$ cat config.mk
export PLATFORM = sky130hd
export DESIGN_NAME = branch_predict_unit
export DESIGN_NICKNAME = d
export VERILOG_FILES = /design/src/rtl/branch_predict_unit.sv
export SDC_FILE = /design/constraint.sdc
export NUM_CORES = 1
export LEC_CHECK = 0
export CAP_MARGIN = 20
export CORE_ASPECT_RATIO = 0.8
export CORE_UTILIZATION = 30
export CTS_CLUSTER_SIZE = 10
export DETAILED_ROUTE_END_ITERATION = 8
export PLACE_DENSITY = 0.58
export SETUP_SLACK_MARGIN = 0.5
export SLEW_MARGIN = 10
export SYNTH_ARGS = -nofsm -noshare
export SYNTH_HDL_FRONTEND = slang
export SYNTH_SLANG_ARGS = --single-unit
$ cat constraint.sdc
create_clock -name clk -period 5.8 [get_ports clk]
set_clock_uncertainty 0.05 [all_clocks]
set_input_delay 1.16 -clock clk [delete_from_list [all_inputs] [get_ports clk]]
set_output_delay 1.16 -clock clk [all_outputs]
set_load 0.01 [all_outputs]
$ cat src/rtl/branch_predict_unit.sv
// IF-stage BTB lookup with 2-bit saturating counters, EX-stage mispredict detection,
// one-cycle recovery FSM and saturating branch/mispredict statistics.
module branch_predict_unit #(
  parameter int PC_W   = 32,
  parameter int IDX_W  = 3,
  parameter int STAT_W = 16
) (
  input  logic              clk,
  input  logic              rst_n,
  input  logic              stall,
  input  logic              if_valid,
  input  logic [PC_W-1:0]   if_pc,
  output logic              hit,
  output logic [PC_W-1:0]   pred_target,
  input  logic              ex_valid,
  input  logic              ex_is_branch,
  input  logic              ex_taken,
  input  logic [PC_W-1:0]   ex_pc,
  input  logic [PC_W-1:0]   ex_target,
  input  logic              ex_pred_hit,
  input  logic [PC_W-1:0]   ex_pred_target,
  output logic              flush,
  output logic [PC_W-1:0]   redirect_pc,
  output logic [STAT_W-1:0] branch_cnt,
  output logic [STAT_W-1:0] mispred_cnt
);
  localparam int ENTRIES = 1 << IDX_W;
  localparam int TAG_W   = PC_W - IDX_W - 2;

  typedef enum logic {S_IDLE, S_RECOVER} state_t;
  state_t r_state, w_state_nxt;

  logic [ENTRIES-1:0]            r_valid;
  logic [ENTRIES-1:0][TAG_W-1:0] r_tag;
  logic [ENTRIES-1:0][PC_W-1:0]  r_target;
  logic [ENTRIES-1:0][1:0]       r_ctr;
  logic [STAT_W-1:0]             r_branch_cnt, r_mispred_cnt;

  logic [IDX_W-1:0] w_if_idx, w_ex_idx;
  logic [TAG_W-1:0] w_if_tag, w_ex_tag;
  logic             w_ex_match, w_upd, w_unused;

  assign w_if_idx = if_pc[IDX_W+1:2];
  assign w_if_tag = if_pc[PC_W-1:IDX_W+2];
  assign w_ex_idx = ex_pc[IDX_W+1:2];
  assign w_ex_tag = ex_pc[PC_W-1:IDX_W+2];
  assign w_unused = &{1'b0, if_pc[1:0], ex_pc[1:0]};

  // Lookup reads registered state only, so a same-cycle update is invisible here.
  assign hit = if_valid & (r_state == S_IDLE) & r_valid[w_if_idx] &
               (r_tag[w_if_idx] == w_if_tag) & r_ctr[w_if_idx][1];
  assign pred_target = hit ? r_target[w_if_idx] : '0;

  assign w_ex_match = r_valid[w_ex_idx] & (r_tag[w_ex_idx] == w_ex_tag);
  assign w_upd      = ex_valid & ~stall;

  always_comb begin
    flush       = 1'b0;
    redirect_pc = '0;
    if (ex_valid) begin
      if (ex_is_branch) begin
        if (ex_taken && (!ex_pred_hit || (ex_pred_target != ex_target))) begin
          flush       = 1'b1;
          redirect_pc = ex_target;
        end else if (!ex_taken && ex_pred_hit) begin
          flush       = 1'b1;
          redirect_pc = ex_pc + PC_W'(4);
        end
      end else if (ex_pred_hit) begin
        flush       = 1'b1;
        redirect_pc = ex_pc + PC_W'(4);
      end
    end
  end

  always_ff @(posedge clk or negedge rst_n) begin
    if (!rst_n) begin
      r_valid  <= '0;
      r_tag    <= '0;
      r_target <= '0;
      r_ctr    <= {ENTRIES{2'b01}};
    end else if (w_upd) begin
      if (ex_is_branch) begin
        if (w_ex_match) begin
          if (ex_taken) begin
            if (r_ctr[w_ex_idx] != 2'b11) r_ctr[w_ex_idx] <= r_ctr[w_ex_idx] + 2'd1;
            r_target[w_ex_idx] <= ex_target;
          end else if (r_ctr[w_ex_idx] != 2'b00) begin
            r_ctr[w_ex_idx] <= r_ctr[w_ex_idx] - 2'd1;
          end
        end else if (ex_taken) begin
          r_valid[w_ex_idx]  <= 1'b1;
          r_tag[w_ex_idx]    <= w_ex_tag;
          r_target[w_ex_idx] <= ex_target;
          r_ctr[w_ex_idx]    <= 2'b10;
        end
      end else if (ex_pred_hit && w_ex_match) begin
        r_valid[w_ex_idx] <= 1'b0;
      end
    end
  end

  always_ff @(posedge clk or negedge rst_n) begin
    if (!rst_n) begin
      r_branch_cnt  <= '0;
      r_mispred_cnt <= '0;
    end else if (!stall) begin
      if (ex_valid && ex_is_branch && (r_branch_cnt != '1))
        r_branch_cnt <= r_branch_cnt + STAT_W'(1);
      if (flush && (r_mispred_cnt != '1))
        r_mispred_cnt <= r_mispred_cnt + STAT_W'(1);
    end
  end

  assign branch_cnt  = r_branch_cnt;
  assign mispred_cnt = r_mispred_cnt;

  always_ff @(posedge clk or negedge rst_n) begin
    if (!rst_n) r_state <= S_IDLE;
    else        r_state <= w_state_nxt;
  end

  // A flush seen while recovering still returns to IDLE; recovery is one cycle.
  always_comb begin
    w_state_nxt = r_state;
    case (r_state)
      S_IDLE:    if (flush && !stall) w_state_nxt = S_RECOVER;
      S_RECOVER: w_state_nxt = S_IDLE;
      default:   w_state_nxt = S_IDLE;
    endcase
  end
endmodule

==> run metrics, run 1 <==
IO Port Bufs=about 230; initial antenna violation count=15; height of the die=about 280 um; Most used DFF post-synth=dfrtp_1; DRC=0; Hold EP=r_state$_DFF_PN0_; Storage cell area=between 0.01 and 0.015 mm^2; CP delay by family, top=buffers and inverters; wirelength, routed=approximately 90 mm; CP max stage cell=mux4_2; Layout area overhead=22.4%; Final GP Congestion=roughly 0.86; Final Setup Violations=0; antenna cells=0; CTS max path bufs=3; CTS root buf=clkbuf_16; WL met1=approximately 41 mm; top cells by area, synth=dfrtp_1 46%, mux2_2 17%, mux4_2 12%; maximum vdd drop=0.258 mV; unrepaired setup endpoints after global routing=true; number of global-route vias before repair=roughly 21000; Fin Setup TNS=0 ns; Worst slew margin=between 30% and 40%; Max Slew Vio Count=0; Seq pwr share=44.6%; HP Class=reg2reg; max incr delay on CP=roughly 0.51 ns; Vias/cell=between 5 and 6; WP buf/inv=7; Internal=around 7.3 mW; Synth Instances=2072; post-synth top area share=a little under half; DR WL met2=43.0 mm; final hold violation count=0; run status=finished, final reports clean; Die Area=between 0.09 and 0.1 mm^2; drt initial violations=1422; # IOs=roughly 230; multi-input gate area in the final layout=0.0145 mm^2; Yosys top cell by area=dfrtp_1; routed vias=between 15000 and 20000; syn_nets=between 2000 and 2500; Final HPWL DP=just over 60 mm; ys async rst share=between 90% and 100%; Avg Cell Area, Syn=between 10 and 15 um^2; GRT Residual Overflow=0; synthesized cell area=roughly 0.029 mm^2; hold path cells=1; Crit path arrival time=4.03 ns; pwr/cell area=approximately 290 mW/mm^2; CTS Buf Count=between 60 and 70; met3 wire length=5.15 mm; antenna violation net count after detailed routing=0; first-pass GRT wire length=about 140 mm; Final Critical Period=5.24 ns; hold_sp=r_state$_DFF_PN0_; clock sink total=approximately 530; power consumption=a little over 10 mW; maxcap violations=0; net switching fraction of the power=a little over a quarter; Clock power frac=about 37%; hold-fix buffers at CTS=0; TritonCTS clock tree=done; most instantiated cells after synthesis=521 x dfrtp_1, 422 x mux2_2, 152 x mux4_2; total core area=0.0936 mm^2; Fillers=8806; Startpoint Class=primary input; Combinational Power Share=between 10% and 20%; WL per Instance=approximately 25 um; R2R Path End=r_tag[30]$_DFFE_PN0P_; Final nets=about 2500; FF-to-FF Start=r_tag[50]$_DFFE_PN0P_; post-synthesis register bit count=529; flop2flop setup slack=approximately 2.4 ns; Slew @ Worst Pin=a little under 1 ns; Psw=2.76 mW; Detailed Routing Iterations Pass 1=5; Leak=15.6 nW; Cell variety after synth=between 60 and 70; Cell Rows=100; H-tree Lvls=2; Worst-Skew Late Latency=0.68 ns; crit end category=output pin; layout cells sized above 1=39.9%; critical path class=in2out; Initial Util=between 30% and 40%; Syn. warnings=0; post-synthesis sequential area ratio=~46%; CP max FO=14; largest net degree at the start of global routing=138; Total GRT Usage=between 10% and 20%; crit path cell chain=clkbuf_16, buf_6, buf_12, mux4_2, mux2i_1, xor2_1, nand4_1, nor4_2, buf_4, nand3_4, buf_12, buf_4, nor2_1, clkbuf_2; Fmax=around 0.19 GHz; Required @ worst endpoint=4.59 ns; Post-synth EDFFs=0; R2R cell count=10; Tcrit/Tclk final=around 90%; Die Span X=347 um; count leader, synth=dfrtp_1; clk slew on worst S/H paths=0.06 ns; Max Used Layer=met5
-- cell families (layout without fill, tap and decap cells) --
family	count (synthesis)	count (layout)	synth area share, %
multiplexers	740	740	35.8
flip-flops	529	529	46.5
AND/OR/NAND/NOR	322	322	6.11
buffers and inverters	201	513	3.65
XOR/XNOR	138	138	4.24
AO/OA/AOI/OAI	137	137	3.49
adder cells (fa/ha/maj)	5	5	0.219
-- worst reg2reg max path: cells and delay by family, from the launching register on --
kind	cells	cell delay (ns)
buffers and inverters	2	0.47
muxes	3	1.05
DFF	1	0.39
xor gates and xnor gates	1	0.48
and+or+nand+nor	4	0.89
-- cells in the final DEF (no fill, tap or decap), types with 57 or more instances in the layout --
master	Yosys	layout
clkbuf_16	0	62
xnor2_1	97	93
nand2_1	74	70
mux4_2	152	152
buf_4	15	133
dfrtp_1	521	521
nor2_1	65	62
mux2_2	422	422
mux2_4	57	57
clkdlybuf4s50_1	0	177
mux2i_1	97	93
-- power by group through the flow --
stage                     Sequential [mW]  Clock (mW)  Combinational (mW)
after floorplan                      4.45           0                1.20
after global placement               4.50           0                1.83
after detailed placement             4.55           0                1.88
after CTS                            4.49        3.79                1.91
after global routing                 4.56        3.95                2.03
final                                4.50        3.69                1.90
-- routing by layer --
metal	up-vias	global-route usage, %
met5	-	0
met4	28	5.08
met3	161	4.10
met2	548	30.6
met1	10155	25.6
li1	8210	-
-- area by class of cell --
class | count | area share, %
multi-input combinational | 1342 | 41.4
timing repair buffer | 387 | 10.7
clock inverter | 5 | 0.366
tap | 1224 | 4.39
sequential | 529 | 38.0
clock buffer | 105 | 5.02
inverter | 16 | 0.172
-- stage by stage --
step	utilization (%)	worst slack, ns	cell area, um^2	hold slack (ns)	std cells
3_3_place_gp	35.0	0.0367	32700	0.367	3487
2_1_floorplan	-	0.682	28500	0.344	2072
3_5_place_dp	35.0	0.0291	32700	0.374	3487
5_1_grt	37.3	0.455	34900	0.408	3608
6_report	37.3	0.562	34900	0.379	3608
4_1_cts	37.3	0.417	34900	0.381	3606
-- sequential cells by signal, summed over array words and instances (netlist names), named ones only --
| register | cells |
|---|---|
| branch_cnt | 16 |
| mispred_cnt | 16 |
| r_ctr | 16 |
| r_state | 1 |
| r_tag | 216 |
| r_target | 256 |
-- worst max-delay path by stage --
stage / start / endpoint / slack, ns / cells after the start
after floorplan: if_pc[2] / pred_target[22] / 0.68 / 10
after global placement: if_pc[2] / pred_target[26] / 0.04 / 13
after detailed placement: if_pc[2] / pred_target[2] / 0.03 / 13
after CTS: if_pc[2] / pred_target[11] / 0.42 / 13
after global routing: if_pc[2] / pred_target[3] / 0.46 / 14
final: if_pc[2] / pred_target[4] / 0.56 / 14
-- repair_timing --
item,in CTS,in global routing
gates resized for setup,69,64
hold endpoints to repair,0,0
endpoints found under the setup margin,52,48
gates cloned,5,0
buffers inserted,4,2
pin swaps,4,4
Power figures use the tool's default switching activity.
==> run 2, diff against run 1 <==
Settings changed: SKIP_LAST_GASP from default to 1.
==> results of run 2 <==
Final layout, timing and power as in run 1 (identical DEF).
==> run 3, diff against run 2 <==
Settings changed: CORE_MARGIN from default to 2.
==> run 3 against run 2 <==
Effect of this change:
- sequential share of layout area decreased by 0.54 points
- clock-buffer cell count decreased by 19
- first-iteration DRC count decreased by 4.1%
- non-clock buffer count increased by 19
- critical path depth increased by 3
- largest cell class unchanged
- design area increased by 1.4%
- total power increased by 1.7%
- critical path type unchanged
- final cell count increased by 0.55%
- via count increased by 0.43%
- sequential power about the same
- utilization increased by 0.16 points
==> run metrics, run 3 (same netlist as run 1, synthesis figures left out) <==
run status=finished, final reports clean; max reg flops=~260; Worst-Skew Late Latency=about 0.63 ns; final hold violation count=0; Clock power frac=a little under two fifths; crit path cell chain=clkbuf_16, buf_12, buf_4, buf_4, mux4_2, mux2i_1, xor2_1, nand4_1, nor4_4, buf_4, nand3_4, clkbuf_16, buf_6, buf_6, buf_12, nor2_4, buf_6; GRT Residual Overflow=0; Final Instance Count excl. Fillers=roughly 3600; clock sink total=roughly 530; wirelength, routed=approximately 90 mm; drt initial violations=1363; critical path class=in2out; Tcrit/Tclk final=between 90% and 100%; CP max FO=4; clk slew on worst S/H paths=around 0.050 ns; largest net degree at the start of global routing=123; Internal=approximately 7.5 mW; fin util=about 37%; Crit path arrival time=around 4.3 ns; Combinational Power Share=about 19%; Final Critical Period=~5.5 ns; antenna cells=0; placed instance area=around 0.033 mm^2; total core area=between 0.09 and 0.1 mm^2; Final nets=about 2500; maximum vdd drop=0.216 mV; Max Used Layer=met5; Detailed Routing Iterations Pass 1=5; IO Port Bufs=231; Vias/cell=5.29; CTS root buf=clkbuf_16; Die Span X=approximately 350 um; CTS max path bufs=3; CTS Buf Count=66; Layout area overhead=24.2%; Top Registers=r_target: 256 flops, r_tag: 216 flops; Startpoint Class=primary input; crit end category=output pin; most common cell after layout, fill and taps aside=dfrtp_1; Leak=15.8 nW; Fin Setup TNS=0 ns; DRC=0; HP Class=reg2reg; Final Setup Violations=0; Fillers=around 8900; DR WL met2=~44 mm; pwr/cell area=a little under 300 mW/mm^2; number of global-route vias before repair=roughly 20000; Total GRT Usage=a little under a fifth; # IOs=roughly 230; Final HPWL DP=61.1 mm; routed vias=approximately 19000; Seq pwr share=a little over two fifths; TritonCTS clock tree=done; hold path cells=1; Psw=around 2.8 mW; layout cells sized above 1=a little over two fifths; hold_ws=about 0.37 ns; final instance area=between 0.03 and 0.04 mm^2; unrepaired setup endpoints after global routing=true; Final GP Congestion=0.855; power consumption=~10 mW; WL per Instance=between 20 and 30 um; H-tree Lvls=3; CP max stage cell=mux4_2; DP Worst Slack=-0.480 ns; met3 wire length=between 4 and 5 mm; flop2flop setup slack=2.33 ns; PnR worst setup slack=approximately 0.28 ns; net switching fraction of the power=27.3%; height of the die=approximately 280 um; Placed Cells incl. Taps=roughly 3500; Die Area=0.0975 mm^2; Initial Util=a little over 30%; most frequent cells in the layout=521 x dfrtp_1, 422 x mux2_2, 174 x clkdlybuf4s50_1; R2R cell count=10; Required @ worst endpoint=4.59 ns; Slew @ Worst Pin=0.881 ns; initial antenna violation count=7; first-pass GRT wire length=137 mm; WL met1=roughly 42 mm; Worst slew margin=between 40% and 50%; maxcap violations=0; Fmax=around 0.18 GHz; max incr delay on CP=between 0.5 and 0.6 ns; Biggest register=r_target; Max Slew Vio Count=0; antenna violation net count after detailed routing=0; Cell Rows=roughly 100
[run 3: cell count changes in the layout (fill, tap and decap cells not counted), sizes merged]
cell	previous run	this run
clkdlybuf4s50	177	174
buf	160	198
clkbuf	129	103
clkinvlp	1	2
dlymetal6s2s	11	12
clkinv	3	10
dlygate4sd2	15	5
[run 3: worst max-delay path, delay by kind of cell]
kind,cells,cell delay (ns)
buf+inv,10,1.43
simple gates,4,0.81
mux,2,0.72
xor+xnor,1,0.18
[run 3: layout make-up]
cell class | instances | area, um^2 | area share, %
Inverter | 16 | 60.1 | 0.170
Timing Repair Buffer | 406 | 4000 | 11.3
Clock buffer | 86 | 1790 | 5.05
Sequential cell | 529 | 13200 | 37.4
Multi-Input combinational cell | 1342 | 14600 | 41.2
Clock inverter | 13 | 190 | 0.537
Tap cell | 1236 | 1550 | 4.37
[run 3: power groups by stage]
stage	logic (mW)	registers, mW	clock network [mW]
CTS	1.90	4.50	3.95
global placement	1.82	4.50	0
detailed placement	1.87	4.56	0
floorplan	1.20	4.45	0
global route	2.04	4.56	4.10
finish	1.90	4.51	3.85
[run 3: layer usage]
metal	vias up	global-route usage (%)
met3	128	3.17
met2	558	30.5
li1	8249	-
met5	-	0
met1	10240	25.9
met4	10	5.23
[run 3: repair_timing]
item / CTS / global route
hold buffers: 0 / 0
pin swaps: 7 / 23
resized for setup: 100 / 132
setup buffers: 11 / 16
setup endpoints to repair: 58 / 54
cloned: 3 / 2
[run 3: final timing paths]
check / to / startpoint
min in group asynchronous: r_target[241]$_DFFE_PN0P_ / rst_n
worst max-delay path: pred_target[8] / if_pc[2]
worst max register to register: r_tag[0]$_DFFE_PN0P_ / r_tag[36]$_DFFE_PN0P_
worst min-delay path: r_state$_DFF_PN0_ / r_state$_DFF_PN0_
max in group asynchronous: r_tag[3]$_DFFE_PN0P_ / rst_n
worst min register to register: r_state$_DFF_PN0_ / r_state$_DFF_PN0_
